## src/rtl/cpu_retire_align.sv

```systemverilog
// cpu_retire_align: in-order retire queue between the commit stage and the
// trace consumers. Commit records are queued in program order. A load waits
// for its (in-order) bus response, and then one complete record per
// instruction is emitted as a single-cycle pulse on the trc_* bus.
module cpu_retire_align #(
   parameter int DEPTH = 4,
   parameter int DCW   = 8
) (
   input  logic              clk,
   input  logic              rstn,
   input  logic              cmt_valid,
   output logic              cmt_ready,
   input  logic [31:0]       cmt_pc,
   input  logic [31:0]       cmt_inst,
   input  logic [1:0]        cmt_prv,
   input  logic              cmt_rd_wr,
   input  logic [4:0]        cmt_rd_addr,
   input  logic [31:0]       cmt_rd_data,
   input  logic              cmt_mem_req,
   input  logic              cmt_mem_wr,
   input  logic [31:0]       cmt_mem_addr,
   input  logic [3:0]        cmt_mem_byte,
   input  logic [31:0]       cmt_mem_wdata,
   input  logic              ld_rvalid,
   input  logic [31:0]       ld_rdata,
   input  logic [31:0]       ld_rd_data,
   output logic              trc_valid,
   output logic [31:0]       trc_pc,
   output logic [31:0]       trc_inst,
   output logic [31:0]       trc_rd_data,
   output logic [31:0]       trc_mem_addr,
   output logic [31:0]       trc_mem_rdata,
   output logic [31:0]       trc_mem_wdata,
   output logic [1:0]        trc_prv,
   output logic              trc_rd_wr,
   output logic              trc_mem_req,
   output logic              trc_mem_wr,
   output logic [4:0]        trc_rd_addr,
   output logic [3:0]        trc_mem_byte,
   output logic [DCW-1:0]    drop_cnt,
   output logic              resp_err
);

   localparam int AW = (DEPTH > 1) ? $clog2(DEPTH) : 1;
   localparam int CW = AW + 1;
   localparam logic [CW-1:0]  DEPTH_C  = CW'(DEPTH);
   localparam logic [CW-1:0]  CNT_ZERO = {CW{1'b0}};
   localparam logic [DCW-1:0] DROP_MAX = {DCW{1'b1}};

   typedef struct packed {
      logic [31:0] pc;
      logic [31:0] inst;
      logic [1:0]  prv;
      logic        rd_wr;
      logic [4:0]  rd_addr;
      logic [31:0] rd_data;
      logic        mem_req;
      logic        mem_wr;
      logic [31:0] mem_addr;
      logic [3:0]  mem_byte;
      logic [31:0] mem_wdata;
      logic [31:0] mem_rdata;
   } rec_t;

   // A record waits for a response only when it reads memory.
   function automatic logic rec_is_load(input rec_t r);
      return r.mem_req & ~r.mem_wr;
   endfunction

   // Queue storage; contents of unoccupied slots are never observed.
   rec_t             slot_q [DEPTH];
   logic [DEPTH-1:0] done_q;

   logic [AW-1:0]  head_q, head_d;
   logic [AW-1:0]  tail_q, tail_d;
   logic [AW-1:0]  lp_q, lp_d;
   logic [AW-1:0]  lp_next_s;
   logic [CW-1:0]  count_q, count_d;
   logic [CW-1:0]  pend_q, pend_d;
   logic [CW-1:0]  pend_left_s;
   logic [DCW-1:0] drop_cnt_q, drop_cnt_d;
   logic           resp_err_q, resp_err_d;

   logic           ready_s;
   logic           push_s;
   logic           pop_s;
   logic           drop_s;
   logic           cmt_load_s;
   logic           resp_take_s;
   logic           resp_orphan_s;
   rec_t           push_rec_s;
   rec_t           head_rec_s;
   rec_t           trc_d;
   rec_t           trc_q;
   logic           trc_valid_q;

   assign cmt_load_s    = cmt_mem_req & ~cmt_mem_wr;
   assign ready_s       = (count_q < DEPTH_C);
   assign push_s        = cmt_valid & ready_s;
   assign drop_s        = cmt_valid & ~ready_s;
   assign pop_s         = (count_q != CNT_ZERO) & done_q[head_q];
   assign resp_take_s   = ld_rvalid & (pend_q != CNT_ZERO);
   assign resp_orphan_s = ld_rvalid & (pend_q == CNT_ZERO);
   assign head_rec_s    = slot_q[head_q];

   // Build the record to push; loads start with no data, filled on response.
   always_comb begin
      push_rec_s           = '0;
      push_rec_s.pc        = cmt_pc;
      push_rec_s.inst      = cmt_inst;
      push_rec_s.prv       = cmt_prv;
      push_rec_s.rd_wr     = cmt_rd_wr;
      push_rec_s.rd_addr   = cmt_rd_addr;
      push_rec_s.rd_data   = cmt_load_s ? 32'h0000_0000 : cmt_rd_data;
      push_rec_s.mem_req   = cmt_mem_req;
      push_rec_s.mem_wr    = cmt_mem_wr;
      push_rec_s.mem_addr  = cmt_mem_addr;
      push_rec_s.mem_byte  = cmt_mem_byte;
      push_rec_s.mem_wdata = cmt_mem_wdata;
      push_rec_s.mem_rdata = 32'h0000_0000;
   end

   // Find the next incomplete load younger than lp among occupied slots.
   always_comb begin : lp_scan
      logic [AW-1:0] idx;
      logic [AW-1:0] off;
      logic          hit;
      logic          found;
      lp_next_s = lp_q;
      found     = 1'b0;
      idx       = lp_q;
      off       = {AW{1'b0}};
      hit       = 1'b0;
      for (int i = 1; i < DEPTH; i++) begin
         idx       = lp_q + AW'(i);
         off       = idx - head_q;
         hit       = ({1'b0, off} < count_q) & rec_is_load(slot_q[idx]) & ~done_q[idx];
         lp_next_s = (hit & ~found) ? idx : lp_next_s;
         found     = found | hit;
      end
   end

   // Pointer, occupancy and status next-state.
   always_comb begin
      head_d      = pop_s  ? head_q + AW'(1'b1) : head_q;
      tail_d      = push_s ? tail_q + AW'(1'b1) : tail_q;
      count_d     = count_q + CW'(push_s) - CW'(pop_s);
      pend_left_s = pend_q - CW'(resp_take_s);
      pend_d      = pend_left_s + CW'(push_s & cmt_load_s);
      if (resp_take_s && (pend_left_s != CNT_ZERO)) begin
         lp_d = lp_next_s;
      end else if (push_s && cmt_load_s && (pend_left_s == CNT_ZERO)) begin
         lp_d = tail_q;
      end else begin
         lp_d = lp_q;
      end
      if (drop_s && (drop_cnt_q != DROP_MAX)) begin
         drop_cnt_d = drop_cnt_q + DCW'(1'b1);
      end else begin
         drop_cnt_d = drop_cnt_q;
      end
      resp_err_d = resp_err_q | resp_orphan_s;
   end

   // Next trace record: head entry with a write to x0 reported as zero.
   always_comb begin
      trc_d = trc_q;
      if (pop_s) begin
         trc_d = head_rec_s;
         if (head_rec_s.rd_wr && (head_rec_s.rd_addr == 5'd0)) begin
            trc_d.rd_data = 32'h0000_0000;
         end else begin
            trc_d.rd_data = head_rec_s.rd_data;
         end
      end else begin
         trc_d = trc_q;
      end
   end

   // Queue slot writes: push at tail, load response completes slot at lp.
   always_ff @(posedge clk) begin
      if (push_s) begin
         slot_q[tail_q] <= push_rec_s;
         done_q[tail_q] <= ~cmt_load_s;
      end
      if (resp_take_s) begin
         slot_q[lp_q].mem_rdata <= ld_rdata;
         if (slot_q[lp_q].rd_wr) begin
            slot_q[lp_q].rd_data <= ld_rd_data;
         end
         done_q[lp_q] <= 1'b1;
      end
   end

   // Control state registers.
   always_ff @(posedge clk or negedge rstn) begin
      if (!rstn) begin
         head_q     <= {AW{1'b0}};
         tail_q     <= {AW{1'b0}};
         lp_q       <= {AW{1'b0}};
         count_q    <= {CW{1'b0}};
         pend_q     <= {CW{1'b0}};
         drop_cnt_q <= {DCW{1'b0}};
         resp_err_q <= 1'b0;
      end else begin
         head_q     <= head_d;
         tail_q     <= tail_d;
         lp_q       <= lp_d;
         count_q    <= count_d;
         pend_q     <= pend_d;
         drop_cnt_q <= drop_cnt_d;
         resp_err_q <= resp_err_d;
      end
   end

   // Trace output registers: one-cycle valid pulse, data held between pops.
   always_ff @(posedge clk or negedge rstn) begin
      if (!rstn) begin
         trc_valid_q <= 1'b0;
         trc_q       <= '0;
      end else begin
         trc_valid_q <= pop_s;
         trc_q       <= trc_d;
      end
   end

   assign cmt_ready     = ready_s;
   assign trc_valid     = trc_valid_q;
   assign trc_pc        = trc_q.pc;
   assign trc_inst      = trc_q.inst;
   assign trc_prv       = trc_q.prv;
   assign trc_rd_wr     = trc_q.rd_wr;
   assign trc_rd_addr   = trc_q.rd_addr;
   assign trc_rd_data   = trc_q.rd_data;
   assign trc_mem_req   = trc_q.mem_req;
   assign trc_mem_wr    = trc_q.mem_wr;
   assign trc_mem_addr  = trc_q.mem_addr;
   assign trc_mem_byte  = trc_q.mem_byte;
   assign trc_mem_wdata = trc_q.mem_wdata;
   assign trc_mem_rdata = trc_q.mem_rdata;
   assign drop_cnt      = drop_cnt_q;
   assign resp_err      = resp_err_q;

endmodule

```

## config.mk

```make
export PLATFORM = sky130hd
export DESIGN_NAME = cpu_retire_align
export DESIGN_NICKNAME = d
export VERILOG_FILES = /design/src/rtl/cpu_retire_align.sv
export SDC_FILE = /design/constraint.sdc
export NUM_CORES = 1
export LEC_CHECK = 0
export BUFFER_PORTS_ARGS = -buffer_cell sky130_fd_sc_hd__buf_2
export CORE_AREA = 5 5 282 284
export CTS_CLUSTER_DIAMETER = 200
export DETAILED_ROUTE_END_ITERATION = 10
export DIE_AREA = 0 0 287 289
export HOLD_SLACK_MARGIN = 0.02
export PLACE_DENSITY = 0.75
export SETUP_SLACK_MARGIN = 0.5
export SLEW_MARGIN = 0
export SYNTH_ARGS = -nofsm -noshare
export SYNTH_HDL_FRONTEND = slang
export SYNTH_SLANG_ARGS = --single-unit
```

## constraint.sdc

```tcl
create_clock -name clk -period 14.5 [get_ports clk]
set_clock_uncertainty 0.15 [all_clocks]
set_input_delay 2.175 -clock clk [delete_from_list [all_inputs] [get_ports clk]]
set_output_delay 2.175 -clock clk [all_outputs]
set_load 0.02 [all_outputs]
```

==> results_dict.tcl <==
set metrics [dict create \
    detail_route.iter0.violations 2186 \
    antenna_found_initial 31 \
    synthMuxAreaShare 0.113 \
    yosysSeqAreaShare 0.730 \
    finalHoldViolations 0 \
    use_met1 0.310 \
    ys.flop_type "edfxtp_1" \
    grt_pass1_wl_mm 149 \
    grt.total_usage 0.234 \
    grtUsageMet2 0.394 \
    synth-compound-area-share 0.0331 \
    routedWlPerCell_um 23.5 \
    drcViolationCount 0 \
    io_buffers 458 \
    synth_warnings 0 \
    fin_crit_ps 5320 \
    dieArea_mm2 0.0829 \
    clock_latency_ps 660 \
    r2r_cells 7 \
    yosys.area_share.simple 0.0949 \
    core_mm2 0.0768 \
    cp-endpoint "slot_q[1][104]" \
    maxCapViolCount 0 \
    nNetsFinal 3306 \
    critPathKind "in -> reg" \
    grt_max_degree 208 \
    die_w_um 287 \
    synth-xor-area-share 0.00377 \
    rows 102 \
    cts_sinks 1056 \
    setup_tns_ps 0 \
    rrSetupSlack_ps 10010 \
    start_util 0.544 \
    grt_overflow 0 \
    total_power_mw 11.1 \
    start_kind "input port" \
    maxSlewHeadroom 0.139 \
    cp.required_ps 14600 \
    drt_wl_total_mm 98.7 \
    viasPerCell 5.82 \
    finalMaxSlewViolations 0 \
    synth_top_cell_by_area "edfxtp_1" \
    h-tree-depth 3 \
    critPathMaxFanout 138 \
    root_buffer "clkbuf_16" \
    critPathLaunch "ld_rvalid" \
    hold_class "reg -> reg" \
    tritoncts "done" \
    post_cts_buffers 0 \
    clk_path_buf_depth 3 \
    synth-edff-count 824 \
    gp_congestion 0.826 \
    syn-num-nets 2883 \
    synth_common_cells "edfxtp_1 (824), nand2_1 (760), dfrtp_1 (228)" \
    critPathArrivalTime_ps 5420 \
    dpl.hpwl_mm 58.3 \
    regToRegStartpoint "head_q[1]" \
    fp.dieH_um 289 \
    fmax_mhz 188 \
    worstSetupEndpointType "flip-flop" \
    synthAdderAreaFrac 0.00646 \
    rr_endpoint "trc_rd_data[31]" \
    async_reset_ff_frac 0.216 \
    met3_usage 0.0555 \
    netlist_area_mm2 0.0418 \
    leakagePower_nw 19.0 \
    synthCells 2620 \
    synth_top_area_share 0.592 \
    num_vias 24400 \
    status "finished, final reports clean" \
    worstMarginPinSlew_ps 1290 \
    drtPass1Iterations 5 \
    synth_top_family_by_area "multiplexers" \
    grt_pass1_vias 24900 \
    cts_resized 0 \
    setup_viol 0 \
    power_density_mw_per_mm2 228 \
    yosysUniqueCellTypes 47 \
    drive_above_1_share 0.287 \
    gr-max-usage-layer "met2" \
    io_pins 459 \
    syn_area_per_cell_um2 16.0 \
    cts-hold-fix-buffers 0 \
    clk_pin_slew_ps 60 \
    rsz0062_at_grt "false" \
    area_growth_pct 16.2 \
    synth_area_leaders "edfxtp_1 (59%), dfrtp_1 (14%), mux4_2 (11%)" \
    cts_inserted_buffers 104 \
    synth_most_common_cell "edfxtp_1" \
    ir_worst_vdd_mv 0.416 \
    timing.final.crit_share 0.367 \
    synth-seq-cells 1056 \
    drtAntennaViolNets 0 \
]
==> logic make-up (layout without fill, tap and decap cells) <==
logic type	after synthesis	count (layout)
flip-flops	1056	1056
adder cells (fa/ha/maj)	21	21
XOR/XNOR	18	18
AO/OA/AOI/OAI	186	186
multiplexers	212	212
AND/OR/NAND/NOR	937	937
other	0	27
buffers and inverters	190	704
==> metrics by stage <==
stage,worst slack [ps],instances,hold slack (ps),util,area (µm²)
6_report,9180,4201,307,0.632,48600
3_5_place_dp,8660,3977,293,0.586,45000
2_1_floorplan,7650,2620,295,-,41800
4_1_cts,9360,4174,308,0.632,48500
3_3_place_gp,8770,3977,299,0.586,45000
5_1_grt,9030,4189,334,0.632,48600
==> registers in the layout, summed over array words and instances, names as in the netlist, 2 cells and up <==
| signal | count |
|---|---|
| pend_q | 3 |
| head_q | 2 |
| trc_mem_rdata | 32 |
| trc_mem_wdata | 32 |
| trc_rd_addr | 5 |
| trc_mem_byte | 4 |
| trc_pc | 32 |
| tail_q | 2 |
| drop_cnt | 8 |
| slot_q | 824 |
| count_q | 3 |
| trc_rd_data | 32 |
| trc_inst | 32 |
| lp_q | 2 |
| done_q | 4 |
| trc_mem_addr | 32 |
| trc_prv | 2 |
==> worst min-delay path by stage <==
stage / from / endpoint / slack [ps] / cells past startpoint
final: resp_err / resp_err / 310 / 1
after global routing: trc_mem_addr[25] / trc_mem_addr[25] / 330 / 2
after CTS: resp_err / resp_err / 310 / 1
after detailed placement: resp_err / resp_err / 290 / 1
after global placement: resp_err / resp_err / 300 / 1
after floorplan: done_q[2] / done_q[2] / 300 / 1
==> critical path, stage by stage <==
cell and delay [ps]:
buf_2 100, nor2b_4 120, buf_4 760, and3_2 1210
or2_2 890
==> area by class of cell <==
type | count | area, µm²
Clock buffer | 146 | 2910
Sequential cell | 1056 | 30500
Inverter | 22 | 110
Antenna cell | 27 | 67.6
Clock inverter | 51 | 597
Timing Repair Buffer | 485 | 2530
Tap cell | 1040 | 1300
Fill cell | 5431 | 28200
Multi-Input combinational cell | 1374 | 10500
==> cell usage in the layout (no fill, tap or decap), types with 13 or more instances in the layout <==
cell	count
dfrtp_1	226
diode_2	27
clkinv_2	20
o21ai_2	20
inv_1	17
clkbuf_8	13
o31ai_1	128
nand2_1	760
buf_2	457
edfxtp_1	824
and3_1	131
mux4_2	207
clkbuf_16	105
ha_1	20
clkbuf_1	28
xnor2_1	15
buf_4	25
==> layer usage <==
| layer | routed length [µm] | part of all wire |
|---|---|---|
| met5 | 103 | 0.0010 |
| met4 | 2990 | 0.030 |
| met3 | 8270 | 0.084 |
| met2 | 50100 | 0.51 |
| met1 | 37300 | 0.38 |
==> power breakdown <==
group / leakage (nW) / switching, mW / internal, mW / total [mW]
Combinational: 6.85 / 2.47 / 1.37 / 3.83
Clock: 1.72 / 1.13 / 1.59 / 2.72
Sequential: 10.4 / 0.368 / 4.16 / 4.53
Total: 19.0 / 3.97 / 7.12 / 11.1
(Power assumes the default switching activity.)
